`src/rtl/output_serializer_32_to_1.sv`:
```
// 32-lane parallel-to-serial converter; SERIALIZER_PARITY_EN adds a registered out_parity output.
// Latency: lane 0 appears one cycle after a block is accepted; out_ready low holds the beat;
// a new block is accepted on the cycle the final beat is accepted, so blocks stream back to back.
module output_serializer_32_to_1 #(
    parameter int SELECT_WIDTH = 5,
    parameter int DATA_WIDTH   = 16
) (
    input  logic                          clk,
    input  logic                          reset,
    input  logic signed [DATA_WIDTH-1:0]  in_data_0,
    input  logic signed [DATA_WIDTH-1:0]  in_data_1,
    input  logic signed [DATA_WIDTH-1:0]  in_data_2,
    input  logic signed [DATA_WIDTH-1:0]  in_data_3,
    input  logic signed [DATA_WIDTH-1:0]  in_data_4,
    input  logic signed [DATA_WIDTH-1:0]  in_data_5,
    input  logic signed [DATA_WIDTH-1:0]  in_data_6,
    input  logic signed [DATA_WIDTH-1:0]  in_data_7,
    input  logic signed [DATA_WIDTH-1:0]  in_data_8,
    input  logic signed [DATA_WIDTH-1:0]  in_data_9,
    input  logic signed [DATA_WIDTH-1:0]  in_data_10,
    input  logic signed [DATA_WIDTH-1:0]  in_data_11,
    input  logic signed [DATA_WIDTH-1:0]  in_data_12,
    input  logic signed [DATA_WIDTH-1:0]  in_data_13,
    input  logic signed [DATA_WIDTH-1:0]  in_data_14,
    input  logic signed [DATA_WIDTH-1:0]  in_data_15,
    input  logic signed [DATA_WIDTH-1:0]  in_data_16,
    input  logic signed [DATA_WIDTH-1:0]  in_data_17,
    input  logic signed [DATA_WIDTH-1:0]  in_data_18,
    input  logic signed [DATA_WIDTH-1:0]  in_data_19,
    input  logic signed [DATA_WIDTH-1:0]  in_data_20,
    input  logic signed [DATA_WIDTH-1:0]  in_data_21,
    input  logic signed [DATA_WIDTH-1:0]  in_data_22,
    input  logic signed [DATA_WIDTH-1:0]  in_data_23,
    input  logic signed [DATA_WIDTH-1:0]  in_data_24,
    input  logic signed [DATA_WIDTH-1:0]  in_data_25,
    input  logic signed [DATA_WIDTH-1:0]  in_data_26,
    input  logic signed [DATA_WIDTH-1:0]  in_data_27,
    input  logic signed [DATA_WIDTH-1:0]  in_data_28,
    input  logic signed [DATA_WIDTH-1:0]  in_data_29,
    input  logic signed [DATA_WIDTH-1:0]  in_data_30,
    input  logic signed [DATA_WIDTH-1:0]  in_data_31,
    input  logic                          load_valid,
    output logic                          load_ready,
    output logic signed [DATA_WIDTH-1:0]  out_data,
    output logic [SELECT_WIDTH-1:0]       out_select,
    output logic                          out_valid,
    input  logic                          out_ready,
    output logic                          out_last,
    output logic                          busy
`ifdef SERIALIZER_PARITY_EN
    ,
    output logic                          out_parity
`endif
);
    localparam int NUM_LANES = 32;
    localparam logic [SELECT_WIDTH-1:0] LAST_SEL = SELECT_WIDTH'(NUM_LANES - 1);

    typedef enum logic {IDLE, SEND} state_t;

    logic signed [DATA_WIDTH-1:0] lane_in [NUM_LANES];
    logic signed [DATA_WIDTH-1:0] bank_q  [NUM_LANES];
    logic signed [DATA_WIDTH-1:0] bank_d  [NUM_LANES];
    state_t                       state_q, state_d;
    logic signed [DATA_WIDTH-1:0] out_data_q, out_data_d;
    logic [SELECT_WIDTH-1:0]      out_select_q, out_select_d, sel_inc;
    logic                         out_valid_q, out_valid_d;
    logic                         out_last_q, out_last_d;
    logic                         beat_fire, last_fire, load_fire;

    assign lane_in[0]  = in_data_0;   assign lane_in[1]  = in_data_1;
    assign lane_in[2]  = in_data_2;   assign lane_in[3]  = in_data_3;
    assign lane_in[4]  = in_data_4;   assign lane_in[5]  = in_data_5;
    assign lane_in[6]  = in_data_6;   assign lane_in[7]  = in_data_7;
    assign lane_in[8]  = in_data_8;   assign lane_in[9]  = in_data_9;
    assign lane_in[10] = in_data_10;  assign lane_in[11] = in_data_11;
    assign lane_in[12] = in_data_12;  assign lane_in[13] = in_data_13;
    assign lane_in[14] = in_data_14;  assign lane_in[15] = in_data_15;
    assign lane_in[16] = in_data_16;  assign lane_in[17] = in_data_17;
    assign lane_in[18] = in_data_18;  assign lane_in[19] = in_data_19;
    assign lane_in[20] = in_data_20;  assign lane_in[21] = in_data_21;
    assign lane_in[22] = in_data_22;  assign lane_in[23] = in_data_23;
    assign lane_in[24] = in_data_24;  assign lane_in[25] = in_data_25;
    assign lane_in[26] = in_data_26;  assign lane_in[27] = in_data_27;
    assign lane_in[28] = in_data_28;  assign lane_in[29] = in_data_29;
    assign lane_in[30] = in_data_30;  assign lane_in[31] = in_data_31;

    // Reload is allowed in the very cycle the final beat leaves, keeping the stream gapless.
    assign beat_fire  = out_valid_q && out_ready;
    assign last_fire  = beat_fire && (out_select_q == LAST_SEL);
    assign load_ready = (state_q == IDLE) || last_fire;
    assign load_fire  = load_valid && load_ready;
    assign sel_inc    = out_select_q + 1'b1;

    always_comb begin
        state_d      = state_q;
        bank_d       = bank_q;
        out_data_d   = out_data_q;
        out_select_d = out_select_q;
        out_valid_d  = out_valid_q;
        out_last_d   = out_last_q;
        if (load_fire) begin
            bank_d       = lane_in;
            state_d      = SEND;
            out_data_d   = lane_in[0];
            out_select_d = '0;
            out_valid_d  = 1'b1;
            out_last_d   = 1'b0;
        end else if (last_fire) begin
            state_d      = IDLE;
            out_select_d = '0;
            out_valid_d  = 1'b0;
            out_last_d   = 1'b0;
        end else if (beat_fire) begin
            out_data_d   = bank_q[sel_inc];
            out_select_d = sel_inc;
            out_last_d   = (sel_inc == LAST_SEL);
        end
    end

`ifdef SERIALIZER_PARITY_EN
    logic out_parity_q, out_parity_d;
    assign out_parity_d = ^out_data_d;
    assign out_parity   = out_parity_q;

    always_ff @(posedge clk) begin
        if (reset) out_parity_q <= 1'b0;
        else       out_parity_q <= out_parity_d;
    end
`endif

    always_ff @(posedge clk) begin
        if (reset) begin
            state_q      <= IDLE;
            out_data_q   <= '0;
            out_select_q <= '0;
            out_valid_q  <= 1'b0;
            out_last_q   <= 1'b0;
            for (int i = 0; i < NUM_LANES; i++) bank_q[i] <= '0;
        end else begin
            state_q      <= state_d;
            out_data_q   <= out_data_d;
            out_select_q <= out_select_d;
            out_valid_q  <= out_valid_d;
            out_last_q   <= out_last_d;
            bank_q       <= bank_d;
        end
    end

    assign out_data   = out_data_q;
    assign out_select = out_select_q;
    assign out_valid  = out_valid_q;
    assign out_last   = out_last_q;
    assign busy       = (state_q == SEND);
endmodule

```
`config.mk`:
```
export PLATFORM = sky130hd
export DESIGN_NAME = output_serializer_32_to_1
export DESIGN_NICKNAME = d
export VERILOG_FILES = /design/src/rtl/output_serializer_32_to_1.sv
export SDC_FILE = /design/constraint.sdc
export NUM_CORES = 1
export LEC_CHECK = 0
export BUFFER_PORTS_ARGS = -buffer_cell sky130_fd_sc_hd__buf_4
export CELL_PAD_IN_SITES_DETAIL_PLACEMENT = 0
export CELL_PAD_IN_SITES_GLOBAL_PLACEMENT = 1
export CORE_MARGIN = 2
export CORE_UTILIZATION = 36
export DETAILED_ROUTE_END_ITERATION = 6
export PLACE_DENSITY_LB_ADDON = 0.1
export SLEW_MARGIN = 20
export SYNTH_ARGS = -nofsm -noshare
export SYNTH_HDL_FRONTEND = slang
export SYNTH_SLANG_ARGS = --single-unit
```
`constraint.sdc`:
```
create_clock -name clk -period 2.9 [get_ports clk]
set_clock_uncertainty 0.1 [all_clocks]
set_input_delay 0.145 -clock clk [delete_from_list [all_inputs] [get_ports clk]]
set_output_delay 0.145 -clock clk [all_outputs]
set_load 0.02 [all_outputs]
```
==> metrics.txt <==
DIE AREA=64700 sq um; DRT Wirelength=roughly 91000 microns; clk buf depth=3; FP Rows=91; vias per cell=between 5 and 6; largest net degree at the start of global routing=235; post-layout util=0.5566; Period minus WS final=2.663 ns; Overall Global Routing Usage=0.2714; CTS tree=yes; Final GP Congestion=around 0.83; Yosys warning total=0; headroom to the max-slew limit=0.2808; startpoint types=flop; combinational share of power=0.163; core footprint=61830 sq um; sw power=4702 uW; Setup WS pre-CTS=0.1447 ns; Cell variety after synth=34; Mapped Area=22560 sq um; status=completed; Die Ht=~250 microns; Die W=254.4 microns; sequential fraction of the synthesis area=0.4747; endpoints failing setup=0; drt pass-1 iters=5; Final Hold Viols=0; layout cells sized above 1=0.2151; synthesized net count=approximately 3300; Power Density=533.8 nW/um^2; dpl hpwl=62720 microns; worst-skew pair later-pin latency=0.61 ns; Worst EP required=3.33 ns; Setup CP Type=reg -> reg; Antenna Nets Post-Route=0; Critical Path AT=3.09 ns; fin cells=approximately 4600; Max Transition Viols Final=0; gr ovfl total=0; RSZ-0062 raised after global routing=false; Setup crit end kind=flop; DRC Markers=0; CTS Buf Count=60; Max Cap Viol=0; 1st-iter DRT viols=1838; CP max FO=100; first-pass GRT wire length=134300 microns; Syn Area/Cell=8.220 sq um; Fill cells=5677; Via Count=around 23000; largest area contributor in the netlist=dfxtp_1; Synth Register Bits=535; top cells by area, synth=dfxtp_1 (47%), nand2_1 (20%), a21oi_1 (11%); clock network power share=0.402; Max Fclk=about 380 MHz; flop2flop setup slack=0.24 ns; final worst slack=between 0.2 and 0.25 ns; antenna violations before repair=5; Max IR drop VDD=0.4301 mV; # IOs=~540; clock transition at the registers of the reported paths=0.06 ns; worst min path class=in -> reg; sw frac=0.2560; Final nets=4199; Worst Tran Pin Value=1.079 ns; Initial Util=0.3650; total chip power=approximately 18000 uW; vias in the first global route=23290; Sequential Power Share=0.435; CTS Sinks=535; Cells after Synth=2745; Synth top area share=0.4747; Pleak=0.01387 uW; H-tree Lvls=2; Clock Tree Root=clkbuf_16; placed cell count=3938; PortBufs=540; Internal=13670 uW; Final period util=0.9182; area grow syn2layout=52.51%; wire per inst=19.96 microns
stage by stage:
stage | hold WS [ns] | area, sq um | TNS (ns)
floorplan | 0.1810 | 22570 | -0.8043
global placement | 0.2916 | 27340 | 0
detailed placement | 0.3036 | 27340 | 0
CTS | 0.1968 | 34390 | 0
global route | 0.2366 | 34410 | 0
finish | 0.2380 | 34410 | 0
Yosys cell counts:
| cell | number |
|---|---|
| xor2_1 | 3 |
| nand4_1 | 49 |
| buf_1 | 4 |
| a2111oi_4 | 1 |
| nor2_2 | 1 |
| nor4_2 | 1 |
| nand3_2 | 1 |
| a32o_1 | 16 |
| nor4_4 | 1 |
| ha_1 | 3 |
| and3_1 | 1 |
| a211o_1 | 1 |
| inv_2 | 2 |
| buf_4 | 7 |
| and2_1 | 2 |
| mux4_2 | 112 |
| nor3_1 | 1 |
| a21bo_2 | 1 |
| xnor2_1 | 2 |
| buf_6 | 1 |
| nor2_1 | 6 |
| dfxtp_1 | 535 |
| clkbuf_1 | 141 |
| a21oi_1 | 516 |
| buf_2 | 76 |
| a211oi_1 | 1 |
| nand2_2 | 1 |
| xnor2_2 | 1 |
| a22oi_1 | 16 |
| mux2i_1 | 33 |
| o21ai_1 | 33 |
| inv_1 | 2 |
| nand2_1 | 1173 |
| nand2b_1 | 1 |
registers in the layout (all words and copies together), names as in the netlist:
signal      cells
out_valid       1
out_data       16
out_select      5
out_last        1
bank_q        512
placed cells by master (no fill, tap or decap), types with 2 or more instances in the layout:
cell type | Yosys | layout
diode_2 | 0 | 3
ha_1 | 3 | 2
buf_4 | 7 | 566
nor2_1 | 6 | 6
dlygate4sd3_1 | 0 | 516
clkbuf_1 | 141 | 16
clkinv_2 | 0 | 8
nand4_1 | 49 | 49
a32o_1 | 16 | 16
o21ai_1 | 33 | 33
nand2_1 | 1173 | 1173
dfxtp_1 | 535 | 534
inv_2 | 2 | 2
mux2i_1 | 33 | 33
nor4_4 | 1 | 2
bufinv_16 | 0 | 3
a22oi_1 | 16 | 16
a21oi_1 | 516 | 515
inv_1 | 2 | 2
buf_12 | 0 | 19
xnor2_2 | 1 | 2
clkbuf_8 | 0 | 11
clkbuf_16 | 0 | 61
xor2_4 | 0 | 2
mux4_2 | 112 | 112
clkinvlp_4 | 0 | 2
layer usage:
layer	track usage	wire [microns]	up-vias
met4	0.09882	3258	4
met2	0.4582	43970	733
li1	-	-	11100
met3	0.04205	5214	153
met1	0.3514	38510	10990
met5	0	24	-
cell type report:
type	instances	area, sq um	share of cell area
flip-flops and latches	535	10710	0.3113
diodes	3	7.507	0.0002182
clock inverters	13	145.1	0.004218
repair buffers	1102	9809	0.2850
multi-input cells	1977	10940	0.3178
clock buffers	88	1738	0.05050
inverters	4	15.01	0.0004363
well taps	837	1047	0.03043
timing repair:
action                                  in CTS  in global routing
gates resized for setup                      0                  0
hold buffers                               516                  0
hold endpoints to repair                   533                  0
setup buffers                                0                  1
endpoints found under the setup margin       0                 12
worst paths after layout:
kind / end / start / cells after the start
max reg2reg: bank_q[340] / out_select[0] / 8
min reg2reg: bank_q[87] / bank_q[87] / 2
max: bank_q[340] / out_select[0] / 8
min: bank_q[239] / in_data_17[15] / 4
worst max-delay path: stages, from the launching register on:
cell and delay (ns):
dfxtp_4 0.39, ha_1 0.17, and3_1 0.16, ha_1 0.17, a21bo_2 0.23, and2_4 0.20
buf_4 0.76, nand2_1 0.14, a21oi_1 0.17
power by group through the flow:
stage / sequential, uW / combinational [uW] / clock (uW)
after detailed placement: 8150 / 2410 / 0
after global placement: 8130 / 2390 / 0
after CTS: 7990 / 2980 / 7550
final: 7990 / 2990 / 7390
after floorplan: 8090 / 1250 / 0
after global routing: 8040 / 3220 / 7800
logic make-up (layout without fill, tap and decap cells):
kind of cell / after synthesis / in the layout / synth area share
and+or+nand+nor: 1238 / 1238 / 0.2135
muxes: 145 / 145 / 0.1264
DFF: 535 / 535 / 0.4747
buffers and inverters: 233 / 1207 / 0.04447
adders and majority gates: 3 / 3 / 0.001664
other: 0 / 3 / 0
xor gates and xnor gates: 6 / 6 / 0.002662
AOI/OAI and AO/OA: 585 / 585 / 0.1366
(Power assumes the default switching activity.)
